==> config.mk <==
export PLATFORM = sky130hd
export DESIGN_NAME = alu_seq
export DESIGN_NICKNAME = d
export VERILOG_FILES = /design/src/rtl/alu_seq.sv
export SDC_FILE = /design/constraint.sdc
export NUM_CORES = 1
export LEC_CHECK = 0
export CORE_MARGIN = 8
export CORE_UTILIZATION = 30
export CTS_CLUSTER_DIAMETER = 40
export DETAILED_ROUTE_END_ITERATION = 12
export PLACE_DENSITY = 0.53
export RECOVER_POWER = 25
export SETUP_SLACK_MARGIN = 0.5
export SLEW_MARGIN = 30
export SYNTH_ARGS = -nofsm -noshare
export SYNTH_HDL_FRONTEND = slang
export SYNTH_SLANG_ARGS = --single-unit
export TNS_END_PERCENT = 20
==> constraint.sdc <==
create_clock -name clk -period 5.3 [get_ports clk]
set_input_delay 1.06 -clock clk [delete_from_list [all_inputs] [get_ports clk]]
set_output_delay 1.06 -clock clk [all_outputs]
set_load 0.03 [all_outputs]
==> src/rtl/alu_seq.sv <==
// Registered ALU with a persistent status register and an iterative shift-add multiplier.
// Latency: single-cycle ops 1 cycle; MUL WIDTH+1 cycles from accept to next accept. in_ready drops only while a multiply iterates.
// Backpressure: in_valid is ignored while in_ready is low, so the source must hold the request.
module alu_seq #(
    parameter int WIDTH = 16
) (
    input  logic             clk,
    input  logic             rst_n,
    input  logic             in_valid,
    output logic             in_ready,
    input  logic [7:0]       opcode,
    input  logic [WIDTH-1:0] a,
    input  logic [WIDTH-1:0] b,
    output logic [WIDTH-1:0] result,
    output logic             out_valid,
    output logic [4:0]       psr,
    input  logic             psr_we,
    input  logic [4:0]       psr_wdata,
    output logic             illegal
);

    localparam int MSB = WIDTH - 1;
    localparam int CW  = $clog2(WIDTH);
    localparam logic [CW-1:0]  CNT_LAST = CW'(WIDTH - 1);
    localparam logic [WIDTH:0] SH_LIMIT = (WIDTH + 1)'(WIDTH);

    localparam int PSR_C = 4;
    localparam int PSR_L = 3;
    localparam int PSR_F = 2;
    localparam int PSR_Z = 1;
    localparam int PSR_N = 0;

    localparam logic [7:0] OP_ADD  = 8'd0;
    localparam logic [7:0] OP_ADDU = 8'd1;
    localparam logic [7:0] OP_ADDC = 8'd2;
    localparam logic [7:0] OP_SUB  = 8'd3;
    localparam logic [7:0] OP_CMP  = 8'd4;
    localparam logic [7:0] OP_CMPU = 8'd5;
    localparam logic [7:0] OP_AND  = 8'd6;
    localparam logic [7:0] OP_OR   = 8'd7;
    localparam logic [7:0] OP_XOR  = 8'd8;
    localparam logic [7:0] OP_NOT  = 8'd9;
    localparam logic [7:0] OP_LSH  = 8'd10;
    localparam logic [7:0] OP_ASH  = 8'd11;
    localparam logic [7:0] OP_MUL  = 8'd12;
    localparam logic [7:0] OP_MOV  = 8'd13;

    typedef enum logic {S_IDLE, S_MULT} state_t;

    state_t           state_q;
    logic             in_ready_q;
    logic             out_valid_q;
    logic             illegal_q;
    logic [WIDTH-1:0] result_q;
    logic [4:0]       psr_q;
    logic [WIDTH-1:0] mul_a_q;
    logic [WIDTH-1:0] mul_b_q;
    logic [WIDTH-1:0] mul_acc_q;
    logic [CW-1:0]    cnt_q;

    logic [WIDTH-1:0] result_d;
    logic [4:0]       psr_d;
    logic             legal_d;
    logic             set_z;
    logic             set_n;
    logic [WIDTH:0]   add_full;
    logic [WIDTH:0]   adc_full;
    logic [WIDTH-1:0] neg_b;
    logic [WIDTH-1:0] sub_res;
    logic             sh_neg;
    logic [WIDTH:0]   sh_mag;
    logic             sh_big;
    logic [WIDTH-1:0] lsh_res;
    logic [WIDTH-1:0] asr_res;
    logic [WIDTH-1:0] ash_res;
    logic [WIDTH-1:0] mul_acc_d;

    assign add_full = {1'b0, a} + {1'b0, b};
    assign adc_full = {1'b0, a} + {1'b0, b} + {{WIDTH{1'b0}}, psr_q[PSR_C]};
    assign neg_b    = ~b + 1'b1;
    assign sub_res  = a + neg_b;

    // Shift amount is two's complement; the magnitude needs one extra bit for the most negative value.
    assign sh_neg   = b[MSB];
    assign sh_mag   = sh_neg ? ({1'b0, ~b} + 1'b1) : {1'b0, b};
    assign sh_big   = (sh_mag >= SH_LIMIT);
    assign asr_res  = $signed(a) >>> sh_mag;
    assign lsh_res  = sh_big ? '0 : (sh_neg ? (a >> sh_mag) : (a << sh_mag));
    assign ash_res  = !sh_neg ? lsh_res : (sh_big ? {WIDTH{a[MSB]}} : asr_res);

    assign mul_acc_d = mul_acc_q + (mul_b_q[0] ? mul_a_q : '0);

    always_comb begin
        result_d = result_q;
        psr_d    = psr_q;
        legal_d  = 1'b1;
        set_z    = 1'b0;
        set_n    = 1'b0;
        case (opcode)
            OP_ADD: begin
                result_d     = add_full[MSB:0];
                psr_d[PSR_F] = (a[MSB] == b[MSB]) && (add_full[MSB] != a[MSB]);
                set_z        = 1'b1;
                set_n        = 1'b1;
            end
            OP_ADDU: begin
                result_d     = add_full[MSB:0];
                psr_d[PSR_C] = add_full[WIDTH];
                set_z        = 1'b1;
            end
            OP_ADDC: begin
                result_d     = adc_full[MSB:0];
                psr_d[PSR_C] = adc_full[WIDTH];
                set_z        = 1'b1;
            end
            OP_SUB: begin
                result_d     = sub_res;
                psr_d[PSR_C] = (a < b);
                psr_d[PSR_F] = (a[MSB] == neg_b[MSB]) && (sub_res[MSB] != a[MSB]);
                set_z        = 1'b1;
                set_n        = 1'b1;
            end
            OP_CMP: begin
                psr_d[PSR_N] = ($signed(a) < $signed(b));
                psr_d[PSR_Z] = (a == b);
            end
            OP_CMPU: begin
                psr_d[PSR_L] = (a < b);
                psr_d[PSR_Z] = (a == b);
            end
            OP_AND: begin result_d = a & b; set_z = 1'b1; set_n = 1'b1; end
            OP_OR:  begin result_d = a | b; set_z = 1'b1; set_n = 1'b1; end
            OP_XOR: begin result_d = a ^ b; set_z = 1'b1; set_n = 1'b1; end
            OP_NOT: begin result_d = ~a;    set_z = 1'b1; set_n = 1'b1; end
            OP_LSH: begin result_d = lsh_res; set_z = 1'b1; end
            OP_ASH: begin result_d = ash_res; set_z = 1'b1; set_n = 1'b1; end
            OP_MUL: ;
            OP_MOV: result_d = b;
            default: legal_d = 1'b0;
        endcase
        if (set_z) psr_d[PSR_Z] = ~|result_d;
        if (set_n) psr_d[PSR_N] = result_d[MSB];
    end

    always_ff @(posedge clk or negedge rst_n) begin
        if (!rst_n) begin
            state_q     <= S_IDLE;
            in_ready_q  <= 1'b1;
            out_valid_q <= 1'b0;
            illegal_q   <= 1'b0;
            result_q    <= '0;
            psr_q       <= '0;
            mul_a_q     <= '0;
            mul_b_q     <= '0;
            mul_acc_q   <= '0;
            cnt_q       <= '0;
        end else begin
            out_valid_q <= 1'b0;
            illegal_q   <= 1'b0;
            case (state_q)
                S_IDLE: begin
                    if (in_valid && in_ready_q) begin
                        if (opcode == OP_MUL) begin
                            mul_a_q    <= a;
                            mul_b_q    <= b;
                            mul_acc_q  <= '0;
                            cnt_q      <= '0;
                            in_ready_q <= 1'b0;
                            state_q    <= S_MULT;
                        end else begin
                            result_q    <= result_d;
                            psr_q       <= psr_d;
                            out_valid_q <= 1'b1;
                            illegal_q   <= ~legal_d;
                        end
                    end
                end
                S_MULT: begin
                    mul_acc_q <= mul_acc_d;
                    mul_a_q   <= mul_a_q << 1;
                    mul_b_q   <= mul_b_q >> 1;
                    cnt_q     <= cnt_q + 1'b1;
                    if (cnt_q == CNT_LAST) begin
                        result_q     <= mul_acc_d;
                        psr_q[PSR_Z] <= ~|mul_acc_d;
                        psr_q[PSR_N] <= mul_acc_d[MSB];
                        out_valid_q  <= 1'b1;
                        in_ready_q   <= 1'b1;
                        state_q      <= S_IDLE;
                    end
                end
                default: state_q <= S_IDLE;
            endcase
            // A context restore overrides every flag a coinciding completion would have written.
            if (psr_we) psr_q <= psr_wdata;
        end
    end

    assign in_ready  = in_ready_q;
    assign out_valid = out_valid_q;
    assign illegal   = illegal_q;
    assign result    = result_q;
    assign psr       = psr_q;

endmodule

# ---- Word level (Yosys, flattened, before mapping)
# Index checks and enable logic that the tools add are counted.
dict set report word_totals {
  reg_bits 77
  in_bits 49
  output_inout_bits 24
  word_cells 143
}
dict set report op_classes {
  addsub 7
  n_lt_le_gt_ge 3
  eq_ne 30
  shift 3
  muxes 54
  n_bitwise 7
  reduce_logical 25
}
# operator count
set ops {}
lappend ops {{16-bit 2-to-1 mux} 14}
lappend ops {{16-bit one-hot mux with 10 select lines} 1}
lappend ops {{16-bit one-hot mux with 2 select lines} 4}
lappend ops {{8-bit by 4-bit == test with 1-bit output (second input constant)} 6}
lappend ops {{16-bit adder} 2}
lappend ops {{8-bit by 3-bit == test with 1-bit output (second input constant)} 4}
lappend ops {{16-bit < comparator} 2}
lappend ops {{16-bit NOT} 2}
lappend ops {{16-bit OR reduction} 2}
lappend ops {{1-bit 2-to-1 mux} 20}
lappend ops {{4-bit AND reduction} 5}
lappend ops {{16-bit by 1-bit adder with 17-bit output (second input constant)} 1}
lappend ops {{16-bit by 16-bit adder with 17-bit output} 1}
lappend ops {{17-bit by 1-bit adder with 17-bit output} 1}
lappend ops {{17-bit by 5-bit >= comparator with 1-bit output (second input constant)} 1}
lappend ops {{17-bit 2-to-1 mux} 1}
lappend ops {{16-bit by 17-bit left shift with 16-bit output} 1}
lappend ops {{16-bit by 17-bit >> shifter with 16-bit output} 1}
lappend ops {{16-bit by 17-bit >>> shifter with 16-bit output} 1}
lappend ops {{16-bit by 1-bit adder with 16-bit output (second input constant)} 1}
lappend ops {{16-bit bitwise AND} 1}
lappend ops {{16-bit == test} 1}
lappend ops {{8-bit by 2-bit == test with 1-bit output (second input constant)} 2}
lappend ops {{16-bit OR} 1}
lappend ops {{33 further kinds} 53}

# ---- Longest topological paths before layout
# Gate-level depths: netlist (run 1).
dict set report logic_depth {
  ltp_word 15
  ltp_mapped 21
  depth_no_buf 18
}

# ---- Worst setup path before layout (run 1)
# OpenSTA, ideal clock, no wires.
dict set report synth_timing {
  path_kind {input -> register}
  startpoint {in b[0]}
  endpoint {reg psr_q[1] (netlist: psr[1])}
  setup_time_ps 65
  arrival_ps 5645
  t_required_ps 5235
  path_slack_ps -410
  stages 19
  n_path_buf 3
  path_cell_list {buf_1 > inv_2 > buf_1 > clkbuf_1 > ha_1 > nor4b_4 > a21oi_1 > ha_1 > or3_1 > a211oi_1 > o21ai_0 > a221oi_1 > xnor2_1 > a221oi_1 > o2111ai_1 > a32oi_1 > nand4_1 > a211oi_1 > mux2_1}
}
dict set report synth_via {
  elab_chain_len 15
  word_cells_on_any_way 28
  cone_classes {add/sub (5); order compare (1); eq/ne (1); shift (3); mux (12); bitwise (4); reduce/logical (2)}
}
# item line_no
set synth_rtl {}
lappend synth_rtl {{start, declared} 13} ;# input logic [WIDTH-1:0] b,
lappend synth_rtl {{branches (longest 10 deep; another with 16-bit by 1-bit adder with 17-bit output)} -}
lappend synth_rtl {{1-bit 2-to-1 mux *} 141} ;# if (set_z) psr_d[PSR_Z] = ~|result_d;
lappend synth_rtl {{5-bit 2-to-1 mux *} 163} ;# if (opcode == OP_MUL) begin
lappend synth_rtl {{5-bit 2-to-1 mux *} 162} ;# if (in_valid && in_ready_q) begin
lappend synth_rtl {{2-bit one-hot mux with 2 select lines *} 160} ;# case (state_q)
lappend synth_rtl {{5-bit 2-to-1 mux *} 195} ;# if (psr_we) psr_q <= psr_wdata;
lappend synth_rtl {{end signal, assigned} 172} ;# psr_q <= psr_d;
lappend synth_rtl {{end signal, assigned by index} 185} ;# psr_q[PSR_Z] <= ~|mul_acc_d;
lappend synth_rtl {{end signal, assigned} 195}
lappend synth_rtl {{end, declared} 55} ;# logic [4:0] psr_q;
# Mark *: on every way between the ends. The select of a mux whose other input is x is not followed.
# A chain may end at the register's enable or synchronous reset.

# ---- Worst setup path in the final report (run 1)
dict set report layout_timing {
  startpoint {in a[6]}
  endpoint {reg psr_q[1] (netlist: psr[1])}
}
dict set report layout_via {
  elab_chain_len 12
  word_cells_on_any_way 24
  cone_classes {add/sub (3); eq/ne (1); shift (3); mux (11); bitwise (4); reduce/logical (2)}
}
# item line_no
set layout_rtl {}
lappend layout_rtl {{start, declared} 12} ;# input logic [WIDTH-1:0] a,
lappend layout_rtl {{branches (longest 7 deep; another with 16-bit by 16-bit adder with 17-bit output)} -}
lappend layout_rtl {{1-bit 2-to-1 mux *} 141}
lappend layout_rtl {{5-bit 2-to-1 mux *} 163}
lappend layout_rtl {{5-bit 2-to-1 mux *} 162}
lappend layout_rtl {{2-bit one-hot mux with 2 select lines *} 160}
lappend layout_rtl {{5-bit 2-to-1 mux *} 195}
# Marks and branches as above.

==> results.sh, run 1 <==
export IMPL_run_status="complete, but fails checks"
export IMPL_violations="capacitance limit, slew limit"
export IMPL_timing_final_crit_share=0.900
export IMPL_via_count_of_the_first_global_routing_pass=12400
export IMPL_clock_tree_htree_level_count=3
export IMPL_drt_antenna_violating_nets=0
export IMPL_grtUsageTotal=0.268
export IMPL_postLayoutCellArea_mm2=0.0146
export IMPL_syn_to_final_growth_pct=34.6
export IMPL_die_width_um=206
export IMPL_r2r_start="mul_b_q[0]"
export IMPL_clk_latency_ns=0.36
export IMPL_cp_arrival_ns=5.07
export IMPL_cpMaxStageDelayCell="a2111oi_1"
export IMPL_switching_power_w=0.00218
export IMPL_syn_area_mm2=0.0108
export IMPL_die_area_mm2=0.0424
export IMPL_cp_data_required_time_ns=5.60
export IMPL_worst_ir_drop_vdd_v=0.000286
export IMPL_seq_cells_post_synth=77
export IMPL_cts_root_buf="clkbuf_16"
export IMPL_antenna_diode_count=0
export IMPL_synth_top_cell_area_share=0.176
export IMPL_dp_final_hpwl_um=46700
export IMPL_setup_slack_ns=0.530
export IMPL_crit_path_max_fanout=5
export IMPL_antenna_violations_before_repair=0
export IMPL_critPathKind="input pin to flip-flop"
export IMPL_worst_hold_path_endpoint="mul_acc_q[8]"
export IMPL_critical_path_max_stage_delay_ns=0.49
export IMPL_final_hold_violation_count=0
export IMPL_synth_top_area_cells="dfrtp_1 (18%), ha_1 (9.5%), nor2_1 (5.8%)"
export IMPL_synth_commonest_cells="nor2_1 (166), nand2_1 (108), ha_1 (82)"
export IMPL_layoutNonFillerInstCount=2129
export IMPL_timing_hold_worst_class="flip-flop to flip-flop"
export IMPL_clkPwrFrac=0.134
export IMPL_max_clock_path_buffers=2
export IMPL_dp_cells=2095
export IMPL_count_of_flip_flops_with_a_built_in_enable_after_synthesis=0
export IMPL_synthDominantAreaCellType="dfrtp_1"
export IMPL_post_route_drc_count=0
export IMPL_fmax_mhz=210
export IMPL_total_nets_after_synthesis=1547
export IMPL_unrepaired_setup_endpoints_after_global_routing="yes"
export IMPL_numPortBuffers=72
export IMPL_number_of_nets_in_the_layout=1797
export IMPL_drive_above_1_share=0.243
export IMPL_static_leakage_power_nw=6.10
export IMPL_start_util=0.304
export IMPL_initialDrtViolationCount=1349
export IMPL_postSynth_asyncResetShare=1.00
export IMPL_routed_wire_length_per_instance_um=27.1
export IMPL_min_delay_start="mul_acc_q[8]"
export IMPL_switching_share=0.479
export IMPL_synth_avg_cell_area_um2=7.65
export IMPL_floorplan_die_height_um=206
export IMPL_slew_worst_pin_ns=2.10
export IMPL_ff2ff_setup_slack_ns=1.00
export IMPL_worst_r2r_cell_count=14
export IMPL_cts_inserted_buffers=9
export IMPL_synth_lib_cells_used_distinct=88
export IMPL_pre_cts_ws_ns=-0.321
export IMPL_placeableCoreArea_mm2=0.0356
export IMPL_maxCapViolations=1
export IMPL_slew_headroom=-0.398
export IMPL_ys_seq_area_frac=0.178
export IMPL_finalSetupViolCount=0
export IMPL_critical_path_most_common_cell="buf_4"
export IMPL_critPathCaptureType="flip-flop"
export IMPL_powerDensity_mw_per_mm2=313
export IMPL_seq_power_share=0.225
export IMPL_grt_ovfl_total=0
export IMPL_combinationalPowerShare=0.641
export IMPL_cts_tree="yes"
export IMPL_netlist_instances=1413
export IMPL_power_internal_w=0.00238
export IMPL_hold_buffers=0
export IMPL_numClockSinks=77
export IMPL_grt_max_degree=56
export IMPL_worst_slack_on_hold_paths_ns=0.491
export IMPL_core_rowCount=69
export IMPL_leading_cell_type_by_number_of_instances_after_synthesis="nor2_1"
export IMPL_clock_transition_at_the_registers_of_the_reported_paths_ns=0.07
export IMPL_place_congestion=1.03
export IMPL_post_route_util=0.409
export IMPL_layout_min_cycle_time_ns=4.77
export IMPL_synth_warnings=0
export IMPL_crit_chain="clkdlybuf4s50_1, buf_4, buf_4, ha_1, buf_4, nor3_2, o21ai_1, a2111oi_1, nor4b_1, buf_4, nor3b_1, nand2_1, xor2_2, o2111ai_2, a32oi_1, nand4_1, a211oi_1, mux2_1"
export IMPL_area_after_dpl_mm2=0.0137
export IMPL_finalWirelength_um=57700
export IMPL_io_pin_count=73
export IMPL_ys_flop_type="dfrtp_1"
export IMPL_routed_via_count=13000
export IMPL_startpoint_type="input pin"
export IMPL_worst_r2r_endpoint="psr[1]"
export IMPL_final_max_slew_viol_count=40
export IMPL_holdPathStages=2
export IMPL_clock_skew_final_ns=0.0111
export IMPL_dr_pass1_iters=5
export IMPL_detail_route_vias_per_cell=6.10
export IMPL_grt_first_pass_wirelength_um=84800
worst max-delay path, delay by kind of cell:
family,cells,cell delay (ns)
multiplexers,1,0.16
XOR/XNOR,1,0.21
AND/OR/NAND/NOR,5,0.83
buffers and inverters,5,1.13
AO/OA/AOI/OAI,5,1.33
adder cells (fa/ha/maj),1,0.34
worst max path at each step:
stage / depth (start not counted) / startpoint / end
5_1_grt: 22 / b[1] / result[6]
3_3_place_gp: 19 / b[0] / psr[1]
3_5_place_dp: 19 / b[0] / psr[1]
6_report: 18 / a[6] / psr[1]
2_1_floorplan: 18 / b[0] / psr[1]
4_1_cts: 17 / b[5] / psr[1]
layout by cell type (no fill, tap or decap), types with 8 or more instances in the layout:
cell type          n
o2111ai_1         12
or2_2              8
buf_4            257
a31oi_1           22
or3_1              9
o22ai_1           40
a211oi_1          25
a221oi_1           8
nand3_1           36
nor3_1            35
a21oi_1           70
nand2_1          108
clkdlybuf4s50_1   61
clkbuf_16          9
dfrtp_1           76
nand4_1           15
xnor2_1           37
o21ai_1            9
and3_1            13
and2_1            19
ha_1              75
o21a_1            13
mux4_2            19
o21bai_1          12
xor2_1            11
a211o_1           10
a22o_1            12
nor4_1            15
mux2i_1           45
inv_1             50
nor2_1           166
nand2b_1          17
o21ai_0           71
a21o_1            21
o211ai_1          25
nor2b_1            9
power by group through the flow:
stage | Combinational, W | Clock, W | Sequential, W
final | 0.00292 | 0.000610 | 0.00103
after global routing | 0.00314 | 0.000650 | 0.00106
after CTS | 0.00287 | 0.000628 | 0.00103
after detailed placement | 0.00279 | 0 | 0.00104
after global placement | 0.00278 | 0 | 0.00102
after floorplan | 0.00167 | 0 | 0.00107
state kept, by name, summed over array words and instances, names as in the netlist, 4 cells and up:
name / flops
cnt_q: 4
mul_a_q: 16
mul_acc_q: 16
mul_b_q: 16
psr: 5
result: 16
what timing repair did:
action,CTS,global route
gates resized for setup,53,46
endpoints found under the hold margin,0,0
buffers inserted,17,1
pin swaps,24,16
setup endpoints to repair,4,7
cell families after synthesis:
logic type / share of synthesized area
AOI/OAI and AO/OA: 0.306
muxes: 0.0863
xor gates and xnor gates: 0.0470
adders and majority gates: 0.100
buffers and inverters: 0.0558
and+or+nand+nor: 0.227
DFF: 0.178
through the flow:
| stage | setup TNS [ns] | power (W) |
|---|---|---|
| CTS | 0 | 0.00452 |
| floorplan | 0 | 0.00274 |
| global placement | -0.296 | 0.00381 |
| global route | 0 | 0.00486 |
| finish | 0 | 0.00456 |
| detailed placement | -0.403 | 0.00383 |
per-layer routing:
metal	routed length, µm	track usage	up-vias
met3	5060	0.0556	100
met5	0	0	-
met1	26200	0.380	6319
met4	2050	0.0847	0
li1	-	-	5866
met2	24400	0.400	696
area by class of cell:
cell class / instances / area (µm²)
Inverter: 55 / 209
Clock inverter: 7 / 58.8
Sequential cell: 77 / 1930
Timing Repair Buffer: 337 / 2760
Fill cell: 3712 / 21000
Multi-Input combinational cell: 1183 / 8800
Tap cell: 461 / 577
Clock buffer: 9 / 225
No activity file was read; power rests on OpenSTA's default activity.
==> run 2: changes to the inputs <==
==> constraint.sdc (replaced) <==
create_clock -name clk -period 5.7 [get_ports clk]
set_input_delay 1.71 -clock clk [delete_from_list [all_inputs] [get_ports clk]]
set_output_delay 1.71 -clock clk [all_outputs]
set_load 0.03 [all_outputs]
==> results.sh, run 2 (synthesis results as in run 1) <==
export IMPL_multi_input_area_mm2=0.00893
export IMPL_timing_critical_path_buf_inv=7
export IMPL_powerDensity_mw_per_mm2=283
export IMPL_timing_final_crit_share=0.930
export IMPL_post_route_util=0.436
export IMPL_numPortBuffers=72
export IMPL_max_clock_path_buffers=2
export IMPL_core_rowCount=69
export IMPL_die_area_mm2=0.0424
export IMPL_dr_wl_met3_um=4230
export IMPL_grtUsageTotal=0.272
export IMPL_via_count_of_the_first_global_routing_pass=12800
export IMPL_fmax_mhz=189
export IMPL_violations="capacitance limit, slew limit"
export IMPL_r2r_start="mul_b_q[0]"
export IMPL_finalWirelength_um=58900
export IMPL_crit_cells=19
export IMPL_start_util=0.304
export IMPL_crit_path_max_fanout=5
export IMPL_run_status="complete, but fails checks"
export IMPL_critPathCaptureType="flip-flop"
export IMPL_numClockSinks=77
export IMPL_clock_transition_at_the_registers_of_the_reported_paths_ns=0.07
export IMPL_place_congestion=1.01
export IMPL_clock_tree_htree_level_count=3
export IMPL_detail_route_vias_per_cell=5.91
export IMPL_cpMaxStageDelayCell="a2111oi_4"
export IMPL_area_after_dpl_mm2=0.0145
export IMPL_grt_first_pass_wirelength_um=86300
export IMPL_antenna_violations_before_repair=1
export IMPL_startpoint_type="input pin"
export IMPL_syn_to_final_growth_pct=43.5
export IMPL_maxCapViolations=1
export IMPL_drt_antenna_violating_nets=0
export IMPL_power_total_w=0.00439
export IMPL_topRoutingLayerUsed="met5"
export IMPL_routed_wire_length_per_instance_um=26.4
export IMPL_grt_max_degree=78
export IMPL_drive_above_1_share=0.301
export IMPL_io_pin_count=73
export IMPL_final_hold_violation_count=0
export IMPL_fin_tns_setup_ns=0
export IMPL_cts_tree="yes"
export IMPL_grt_ovfl_total=0
export IMPL_post_route_drc_count=0
export IMPL_placeableCoreArea_mm2=0.0356
export IMPL_floorplan_die_height_um=206
export IMPL_timing_hold_worst_class="flip-flop to flip-flop"
export IMPL_critPathKind="input pin to flip-flop"
export IMPL_worst_ir_drop_vdd_v=0.000239
export IMPL_cp_arrival_ns=5.60
export IMPL_routed_via_count=13200
export IMPL_die_width_um=206
export IMPL_fill_cells=3661
export IMPL_met2WireLength_um=25200
export IMPL_layout_min_cycle_time_ns=5.30
export IMPL_critPathTopFamily="buffers and inverters"
export IMPL_final_seq_area_mm2=0.00193
export IMPL_worst_r2r_cell_count=14
export IMPL_number_of_nets_in_the_layout=1900
export IMPL_unrepaired_setup_endpoints_after_global_routing="yes"
export IMPL_postLayoutCellArea_mm2=0.0155
export IMPL_critical_path_max_stage_delay_ns=0.35
export IMPL_final_max_slew_viol_count=78
export IMPL_ff2ff_setup_slack_ns=1.37
export IMPL_cts_root_buf="clkbuf_16"
export IMPL_mostFrequentLayoutCell="buf_4"
export IMPL_crit_path_end="psr[1]"
export IMPL_static_leakage_power_nw=6.59
export IMPL_dp_final_hpwl_um=47200
export IMPL_slew_headroom=-0.355
export IMPL_finalSetupViolCount=0
export IMPL_critical_path_most_common_cell="buf_4"
export IMPL_crit_chain="clkdlybuf4s15_1, inv_2, ha_4, nor4b_4, buf_4, nand4_1, xnor2_2, buf_4, nor4_2, buf_4, buf_4, o2111ai_1, buf_4, a311oi_4, nand3_2, a2111oi_4, nand4_1, a211oi_2, mux2_4"
export IMPL_clock_skew_final_ns=0.0180
export IMPL_slew_worst_pin_ns=2.03
export IMPL_worst_r2r_endpoint="psr[1]"
export IMPL_cp_data_required_time_ns=6.00
export IMPL_cts_inserted_buffers=9
export IMPL_layout_common_cells="buf_4 (356), nor2_1 (165), nand2_1 (108)"
export IMPL_clk_latency_ns=0.36
export IMPL_initialDrtViolationCount=1363
export IMPL_dr_pass1_iters=7
export IMPL_wl_met1_um=27800
export IMPL_setup_worst_path_start="b[1]"
-- run 2: how the worst min path moves through the flow --
stage / cells past startpoint / slack (ns) / end / from
2_1_floorplan: 2 / 0.45 / mul_b_q[15] / mul_b_q[15]
3_3_place_gp: 2 / 0.47 / mul_acc_q[13] / mul_acc_q[13]
3_5_place_dp: 2 / 0.48 / mul_acc_q[8] / mul_acc_q[8]
4_1_cts: 2 / 0.49 / mul_acc_q[8] / mul_acc_q[8]
5_1_grt: 2 / 0.51 / mul_acc_q[9] / mul_acc_q[9]
6_report: 2 / 0.49 / mul_acc_q[9] / mul_acc_q[9]
-- run 2: report_power, final --
| part | leakage (nW) | internal (W) | switching (W) |
|---|---|---|---|
| clock | 0.136 | 0.000306 | 0.000298 |
| sequential | 0.912 | 0.000764 | 0.000193 |
| combinational | 5.55 | 0.00122 | 0.00160 |
| total | 6.59 | 0.00229 | 0.00210 |
-- run 2: worst reg2reg max path, delay by kind of cell (launching register included) --
family / cells / cell delay [ns]
fa+ha+maj: 1 / 0.24
mux: 1 / 0.17
flops: 1 / 0.69
simple gates: 1 / 0.28
compound gates: 11 / 2.88
-- run 2: layout make-up --
class | count | share of cell area
multi-input cells | 1183 | 0.576
clock inverters | 7 | 0.00411
well taps | 461 | 0.0372
diodes | 2 | 0.000323
inverters | 55 | 0.0146
flip-flops and latches | 77 | 0.124
repair buffers | 440 | 0.229
clock buffers | 9 | 0.0145
-- run 2: layer usage --
layer,global-route usage,vias up
met5,0,-
met4,0.0778,2
met3,0.0433,97
met2,0.411,530
met1,0.394,6505
li1,-,6069
-- run 2: timing repair --
| action | 4_1_cts | 5_1_grt |
|---|---|---|
| resized for setup | 110 | 16 |
| pin swaps | 49 | 5 |
| gates cloned | 1 | 0 |
| setup buffers | 22 | 0 |
| setup endpoints to repair | 13 | 8 |
| hold buffers | 0 | 0 |
-- run 2: stage by stage --
stage               worst slack, ns  hold slack [ns]  cells
finish                        0.401            0.492   2234
global route                  0.217            0.508   2232
CTS                           0.506            0.494   2232
detailed placement           -0.484            0.475   2193
global placement             -0.425            0.468   2193
floorplan                     0.428            0.451   1413
